`src/rtl/cpu_defs_pkg.sv`:
```
// Shared CPU definitions for the data-side translation path: MMU result,
// exception codes and the request/response records of dmem_xlat_stage.
package cpu_defs;

    localparam int DMEM_TAG_WIDTH = 6;

    localparam logic [4:0] EXCCODE_MOD  = 5'd1;
    localparam logic [4:0] EXCCODE_TLBL = 5'd2;
    localparam logic [4:0] EXCCODE_TLBS = 5'd3;
    localparam logic [4:0] EXCCODE_ADEL = 5'd4;
    localparam logic [4:0] EXCCODE_ADES = 5'd5;

    typedef struct packed {
        logic [31:0] phy_addr;
        logic        uncached;
        logic        dirty;
        logic        miss;
        logic        invalid;
        logic        illegal;
    } mmu_result_t;

    typedef struct packed {
        logic [31:0]               vaddr;
        logic                      store;
        logic [1:0]                size;
        logic [DMEM_TAG_WIDTH-1:0] tag;
    } dmem_xlat_req_t;

    typedef struct packed {
        logic [31:0]               paddr;
        logic                      uncached;
        logic                      store;
        logic [1:0]                size;
        logic [DMEM_TAG_WIDTH-1:0] tag;
        logic                      exc_valid;
        logic [4:0]                exc_code;
        logic                      tlb_refill;
        logic [31:0]               badvaddr;
    } dmem_xlat_resp_t;

endpackage

```
`src/rtl/dmem_xlat_stage_skid.sv`:
```
// Two-entry valid/ready skid buffer. in_ready_o is registered (~skid full),
// so it never depends combinationally on out_ready_i. Handshake: a beat moves
// on a side only in a cycle where both valid and ready are high on that side.
module pipe_skid_buf #(
    parameter type T = logic
) (
    input  logic clk_i,
    input  logic rst_i,
    input  logic flush_i,
    input  logic in_valid_i,
    output logic in_ready_o,
    input  T     in_data_i,
    output logic out_valid_o,
    input  logic out_ready_i,
    output T     out_data_o
);

    T     main_q, main_d;
    T     skid_q, skid_d;
    logic main_vld_q, main_vld_d;
    logic skid_vld_q, skid_vld_d;
    logic push;
    logic pop;

    assign push = in_valid_i & ~skid_vld_q;
    assign pop  = main_vld_q & out_ready_i;

    always_comb begin
        main_d     = main_q;
        skid_d     = skid_q;
        main_vld_d = main_vld_q;
        skid_vld_d = skid_vld_q;
        if (flush_i) begin
            main_vld_d = 1'b0;
            skid_vld_d = 1'b0;
        end else if (pop) begin
            // Skid full implies no push this cycle, so the skid entry simply advances.
            if (skid_vld_q) begin
                main_d     = skid_q;
                skid_vld_d = 1'b0;
            end else if (push) begin
                main_d = in_data_i;
            end else begin
                main_vld_d = 1'b0;
            end
        end else if (push) begin
            if (main_vld_q) begin
                skid_d     = in_data_i;
                skid_vld_d = 1'b1;
            end else begin
                main_d     = in_data_i;
                main_vld_d = 1'b1;
            end
        end
    end

    always_ff @(posedge clk_i) begin
        if (rst_i) begin
            main_q     <= '0;
            skid_q     <= '0;
            main_vld_q <= 1'b0;
            skid_vld_q <= 1'b0;
        end else begin
            main_q     <= main_d;
            skid_q     <= skid_d;
            main_vld_q <= main_vld_d;
            skid_vld_q <= skid_vld_d;
        end
    end

    assign in_ready_o  = ~skid_vld_q;
    assign out_valid_o = main_vld_q;
    assign out_data_o  = main_q;

endmodule

```
`src/rtl/dmem_xlat_stage.sv`:
```
// Data-side address translation stage: feeds the MMU, classifies exceptions and
// snapshots the translated request into a 2-entry skid buffer toward the D-cache.
module dmem_xlat_stage
    import cpu_defs::*;
#(
    parameter int TAG_WIDTH = DMEM_TAG_WIDTH
) (
    input  logic                 clk,
    input  logic                 rst,
    input  logic                 flush,
    input  logic                 req_valid,
    output logic                 req_ready,
    input  logic [31:0]          req_vaddr,
    input  logic                 req_store,
    input  logic [1:0]           req_size,
    input  logic [TAG_WIDTH-1:0] req_tag,
    output logic [31:0]          mmu_vaddr,
    input  mmu_result_t          mmu_result,
    output logic                 out_valid,
    input  logic                 out_ready,
    output logic [31:0]          out_paddr,
    output logic                 out_uncached,
    output logic                 out_store,
    output logic [1:0]           out_size,
    output logic [TAG_WIDTH-1:0] out_tag,
    output logic                 out_exc_valid,
    output logic [4:0]           out_exc_code,
    output logic                 out_tlb_refill,
    output logic [31:0]          out_badvaddr
);

    // Priority: misaligned/illegal > refill > invalid > Mod. Size 3 behaves as word.
    function automatic dmem_xlat_resp_t xlat_classify(dmem_xlat_req_t req, mmu_result_t mmu);
        dmem_xlat_resp_t r;
        logic            misaligned;
        r            = '0;
        r.paddr      = mmu.phy_addr;
        r.uncached   = mmu.uncached;
        r.store      = req.store;
        r.size       = req.size;
        r.tag        = req.tag;
        r.badvaddr   = req.vaddr;
        misaligned   = ((req.size == 2'd1) && req.vaddr[0]) ||
                       (req.size[1] && (req.vaddr[1:0] != 2'b00));
        if (misaligned || mmu.illegal) begin
            r.exc_valid = 1'b1;
            r.exc_code  = req.store ? EXCCODE_ADES : EXCCODE_ADEL;
        end else if (mmu.miss) begin
            r.exc_valid  = 1'b1;
            r.exc_code   = req.store ? EXCCODE_TLBS : EXCCODE_TLBL;
            r.tlb_refill = 1'b1;
        end else if (mmu.invalid) begin
            r.exc_valid = 1'b1;
            r.exc_code  = req.store ? EXCCODE_TLBS : EXCCODE_TLBL;
        end else if (req.store && !mmu.dirty) begin
            r.exc_valid = 1'b1;
            r.exc_code  = EXCCODE_MOD;
        end
        return r;
    endfunction

    dmem_xlat_req_t  req;
    dmem_xlat_resp_t resp_in;
    dmem_xlat_resp_t resp_out;

    assign mmu_vaddr = req_vaddr;
    assign req.vaddr = req_vaddr;
    assign req.store = req_store;
    assign req.size  = req_size;
    assign req.tag   = req_tag;
    assign resp_in   = xlat_classify(req, mmu_result);

    pipe_skid_buf #(
        .T (dmem_xlat_resp_t)
    ) u_skid (
        .clk_i       (clk),
        .rst_i       (rst),
        .flush_i     (flush),
        .in_valid_i  (req_valid & ~flush),
        .in_ready_o  (req_ready),
        .in_data_i   (resp_in),
        .out_valid_o (out_valid),
        .out_ready_i (out_ready),
        .out_data_o  (resp_out)
    );

    assign out_paddr      = resp_out.paddr;
    assign out_uncached   = resp_out.uncached;
    assign out_store      = resp_out.store;
    assign out_size       = resp_out.size;
    assign out_tag        = resp_out.tag;
    assign out_exc_valid  = resp_out.exc_valid;
    assign out_exc_code   = resp_out.exc_code;
    assign out_tlb_refill = resp_out.tlb_refill;
    assign out_badvaddr   = resp_out.badvaddr;

endmodule
```
`config.mk`:
```
export PLATFORM = sky130hd
export DESIGN_NAME = dmem_xlat_stage
export DESIGN_NICKNAME = d
export VERILOG_FILES = /design/src/rtl/cpu_defs_pkg.sv /design/src/rtl/dmem_xlat_stage_skid.sv /design/src/rtl/dmem_xlat_stage.sv
export SDC_FILE = /design/constraint.sdc
export NUM_CORES = 1
export LEC_CHECK = 0
export ABC_CLOCK_PERIOD_IN_PS = 3010
export BUFFER_PORTS_ARGS = -buffer_cell sky130_fd_sc_hd__buf_2
export CAP_MARGIN = 5
export CORE_MARGIN = 5
export CORE_UTILIZATION = 57
export CTS_BUF_LIST = sky130_fd_sc_hd__clkbuf_4 sky130_fd_sc_hd__clkbuf_8
export DETAILED_ROUTE_END_ITERATION = 16
export PLACE_DENSITY_LB_ADDON = 0.05
export SYNTH_ARGS = -nofsm -noshare
export SYNTH_HDL_FRONTEND = slang
export SYNTH_SLANG_ARGS = --single-unit
```
`constraint.sdc`:
```
create_clock -name clk -period 3.01 [get_ports clk]
set_clock_uncertainty 0.2 [all_clocks]
set_input_delay 0.301 -clock clk [delete_from_list [all_inputs] [get_ports clk]]
set_output_delay 0.301 -clock clk [all_outputs]
set_load 0.02 [all_outputs]
```
==> summary.txt <==
Worst setup path
  • Flop2flop setup slack: 0.61 ns
  • CP Capture Type: flop
  • Crit path launch type: input pin
  • Required time worst endpoint: 3.12 ns
  • CP arrival: 2.51 ns
  • Kind of critical path: in2reg
  • Critical path peak fanout: 39

Floorplan
  • IO Pins: 198
  • Placement Rows: 39
  • Total core area: 11300 um2
  • Initial Utilization: 57.8%
  • Die area: 13700 um2
  • Die W: 117 um
  • Die Y: 117 um

Clocking
  • CTS tree: yes
  • Clk buf depth: 2
  • CTS Root Cell: clkbuf_8
  • CTS Sinks: 160
  • Setup bufs post-CTS: 0
  • Worst-Skew Late Latency: 0.43 ns
  • H-tree Lvls: 4
  • Cts repair resizes: 0
  • TritonCTS Buffers: 17
  • Reg clk slew, reported paths: 0.08 ns

Pwr
  • Pwr Total: 4.36 mW
  • Peak supply drop: 379 uV
  • Leakage dissipation: 3.50 nW
  • Pwr/cell area: 514 nW/um2

STA
  • Final hold violation count: 0
  • Min Tclk post-route: 2.40 ns
  • Rel. slew slack: 46.8%
  • Least-Margin Pin Slew: 0.798 ns
  • RSZ-0062 raised after global routing: no
  • Maximum clock rate: 416 MHz
  • Period utilisation layout: 79.9%
  • Setup Total Neg Slack: 0 ns
  • Setup violators final: 0
  • Final slew viol count: 0

Synth
  • Top cell type's share of synthesized area: 48.9%
  • Cell area after synthesis: 6550 um2
  • Synth warnings: 0
  • Seq cells post-synth: 160
  • Unique cell type count in the Yosys netlist: 33
  • Avg Cell Area, Syn: 7.75 um2
  • Top cell type by total area after synthesis: dfxtp_1
  • Post-synthesis sequential area ratio: 48.9%
  • Synth Instances: 845
  • Top cells by area, synth: dfxtp_1, nand2_1, a311oi_1, a21oi_1, nor2_1

Route
  • DRT antenna net count: 0
  • Router iterations before antenna repair: 5
  • Drc violations: 0
  • Total Wirelength: 17800 um
  • Initial DRC Count: 546
  • Post-DR wirelength/cell: 14.8 um
  • Vias per cell: 5.38
  • Vias: 6485

Global route
  • Initial antenna violation count: 0
  • Largest net degree at the start of global routing: 80
  • GRT Total Usage: 25.8%
  • First-pass GRT wire length: 28500 um
  • Vias in the first global route: 6083
  • Gr ovfl total: 0

Final layout
  • Design Area, Final: 8470 um2
  • Number of nets in the layout: 1132
  • Ant. Diodes: 0
  • Area grow syn2layout: 29.3%
  • Share of layout cells above drive strength 1: 23.4%

Placed design
  • Placement Cell Area: 7310 um2
  • DP HPWL: 11300 um
  • Final Wtd Congestion: 0.759
  • Number of port buffers: 195

Job
  • # Max-Cap Violations: 0

Status
  • Status: complete, no violations

Worst hold path
  • Tightest Hold Check Type: in2reg
-- worst paths after layout --
path / start / to / cells past startpoint
worst max-delay path: out_ready / u_skid.skid_q[20] / 7
worst min-delay path: mmu_result[0] / u_skid.skid_q[34] / 4
worst max register to register: u_skid.out_valid_o / u_skid.out_data_o[4] / 5
worst min register to register: u_skid.skid_q[1] / u_skid.skid_q[1] / 2
-- through the flow --
stage                     hold slack, ns  worst slack (ns)  instances  util [%]
final                             0.0552             0.605       1205      74.8
after global routing              0.0503             0.431       1205      74.8
after CTS                         0.0251             0.629       1205      74.8
after detailed placement           0.247             0.645       1095      64.6
after global placement             0.238             0.781       1095      64.6
after floorplan                    0.220              1.08        846         -
-- cells in the mapped netlist --
cell type and number:
a311oi_1 77, o21ai_0 7, clkbuf_1 44, or3b_1 1
a22oi_1 1, nand2_1 299, buf_1 1, a2111oi_0 2
a21o_1 1, nor2b_1 1, conb_1 1, nand3b_1 1
o41ai_1 1, o2111ai_1 1, buf_2 17, nand3_1 5
a21boi_0 1, nor2_1 84, a211oi_2 1, a211o_1 1
a21oi_1 79, or2_2 1, a2111oi_2 1, nand2b_4 1
dfxtp_1 160, buf_4 40, inv_1 6, nor2_2 1
a211oi_1 1, nand2b_1 1, or3_1 2, a31o_2 1
nor3_1 4
-- cell type report --
cell class	instances	area (um2)
Fill cell	871	2850
Sequential cell	160	3200
Timing Repair Buffer	286	1880
Multi-Input combinational cell	578	2810
Tap cell	143	179
Inverter	6	22.5
Clock buffer	20	263
Clock inverter	12	111
-- metal layers --
| layer | GRT usage, % | routed length (um) |
|---|---|---|
| met1 | 32.7 | 7500 |
| met2 | 43.6 | 8730 |
| met3 | 5.50 | 1200 |
| met4 | 9.10 | 361 |
| met5 | 0 | 0 |
-- layout by cell type (no fill, tap or decap), drive strengths merged, types with 3 or more instances in the layout --
| cell | n |
|---|---|
| nand2 | 299 |
| buf | 208 |
| dfxtp | 160 |
| nand3 | 5 |
| clkbuf | 20 |
| dlygate4sd3 | 78 |
| clkinvlp | 3 |
| clkinv | 6 |
| nor3 | 4 |
| inv | 8 |
| o21ai | 7 |
| a2111oi | 3 |
| a311oi | 77 |
| nor2 | 85 |
| a21oi | 79 |
-- critical path, stage by stage --
cell and delay, ns:
dlygate4sd3_1 0.55, buf_2 0.17, nand2b_1 0.16, or3_2 0.78, buf_4 0.36, nand2_1 0.10
a21oi_1 0.07
-- report_power, final --
group	leakage [nW]	internal (mW)	switching, mW	total, mW
Combinational	2.00	0.255	0.370	0.625
Clock	0.186	0.698	0.790	1.49
Sequential	1.30	2.20	0.0443	2.24
-- flip-flops by register name, summed over array words and instances, names as in the netlist --
signal,flops
u_skid.skid_vld_q,1
u_skid.skid_q,79
u_skid.out_valid_o,1
u_skid.out_data_o,79
-- what timing repair did --
| action | in CTS | in global routing |
|---|---|---|
| hold endpoints to repair | 156 | 0 |
| setup endpoints to repair | 0 | 0 |
| hold buffers | 78 | 0 |
-- logic make-up (layout without fill, tap and decap cells) --
logic type             Yosys count  count (layout)  synth area share, %
other                            1               2               0.0573
AO/OA/AOI/OAI                  175             175                 18.6
AND/OR/NAND/NOR                401             401                 23.7
flip-flops                     160             160                 48.9
buffers and inverters          108             324                 8.81
Note: power is estimated with default switching activity, not from simulation.
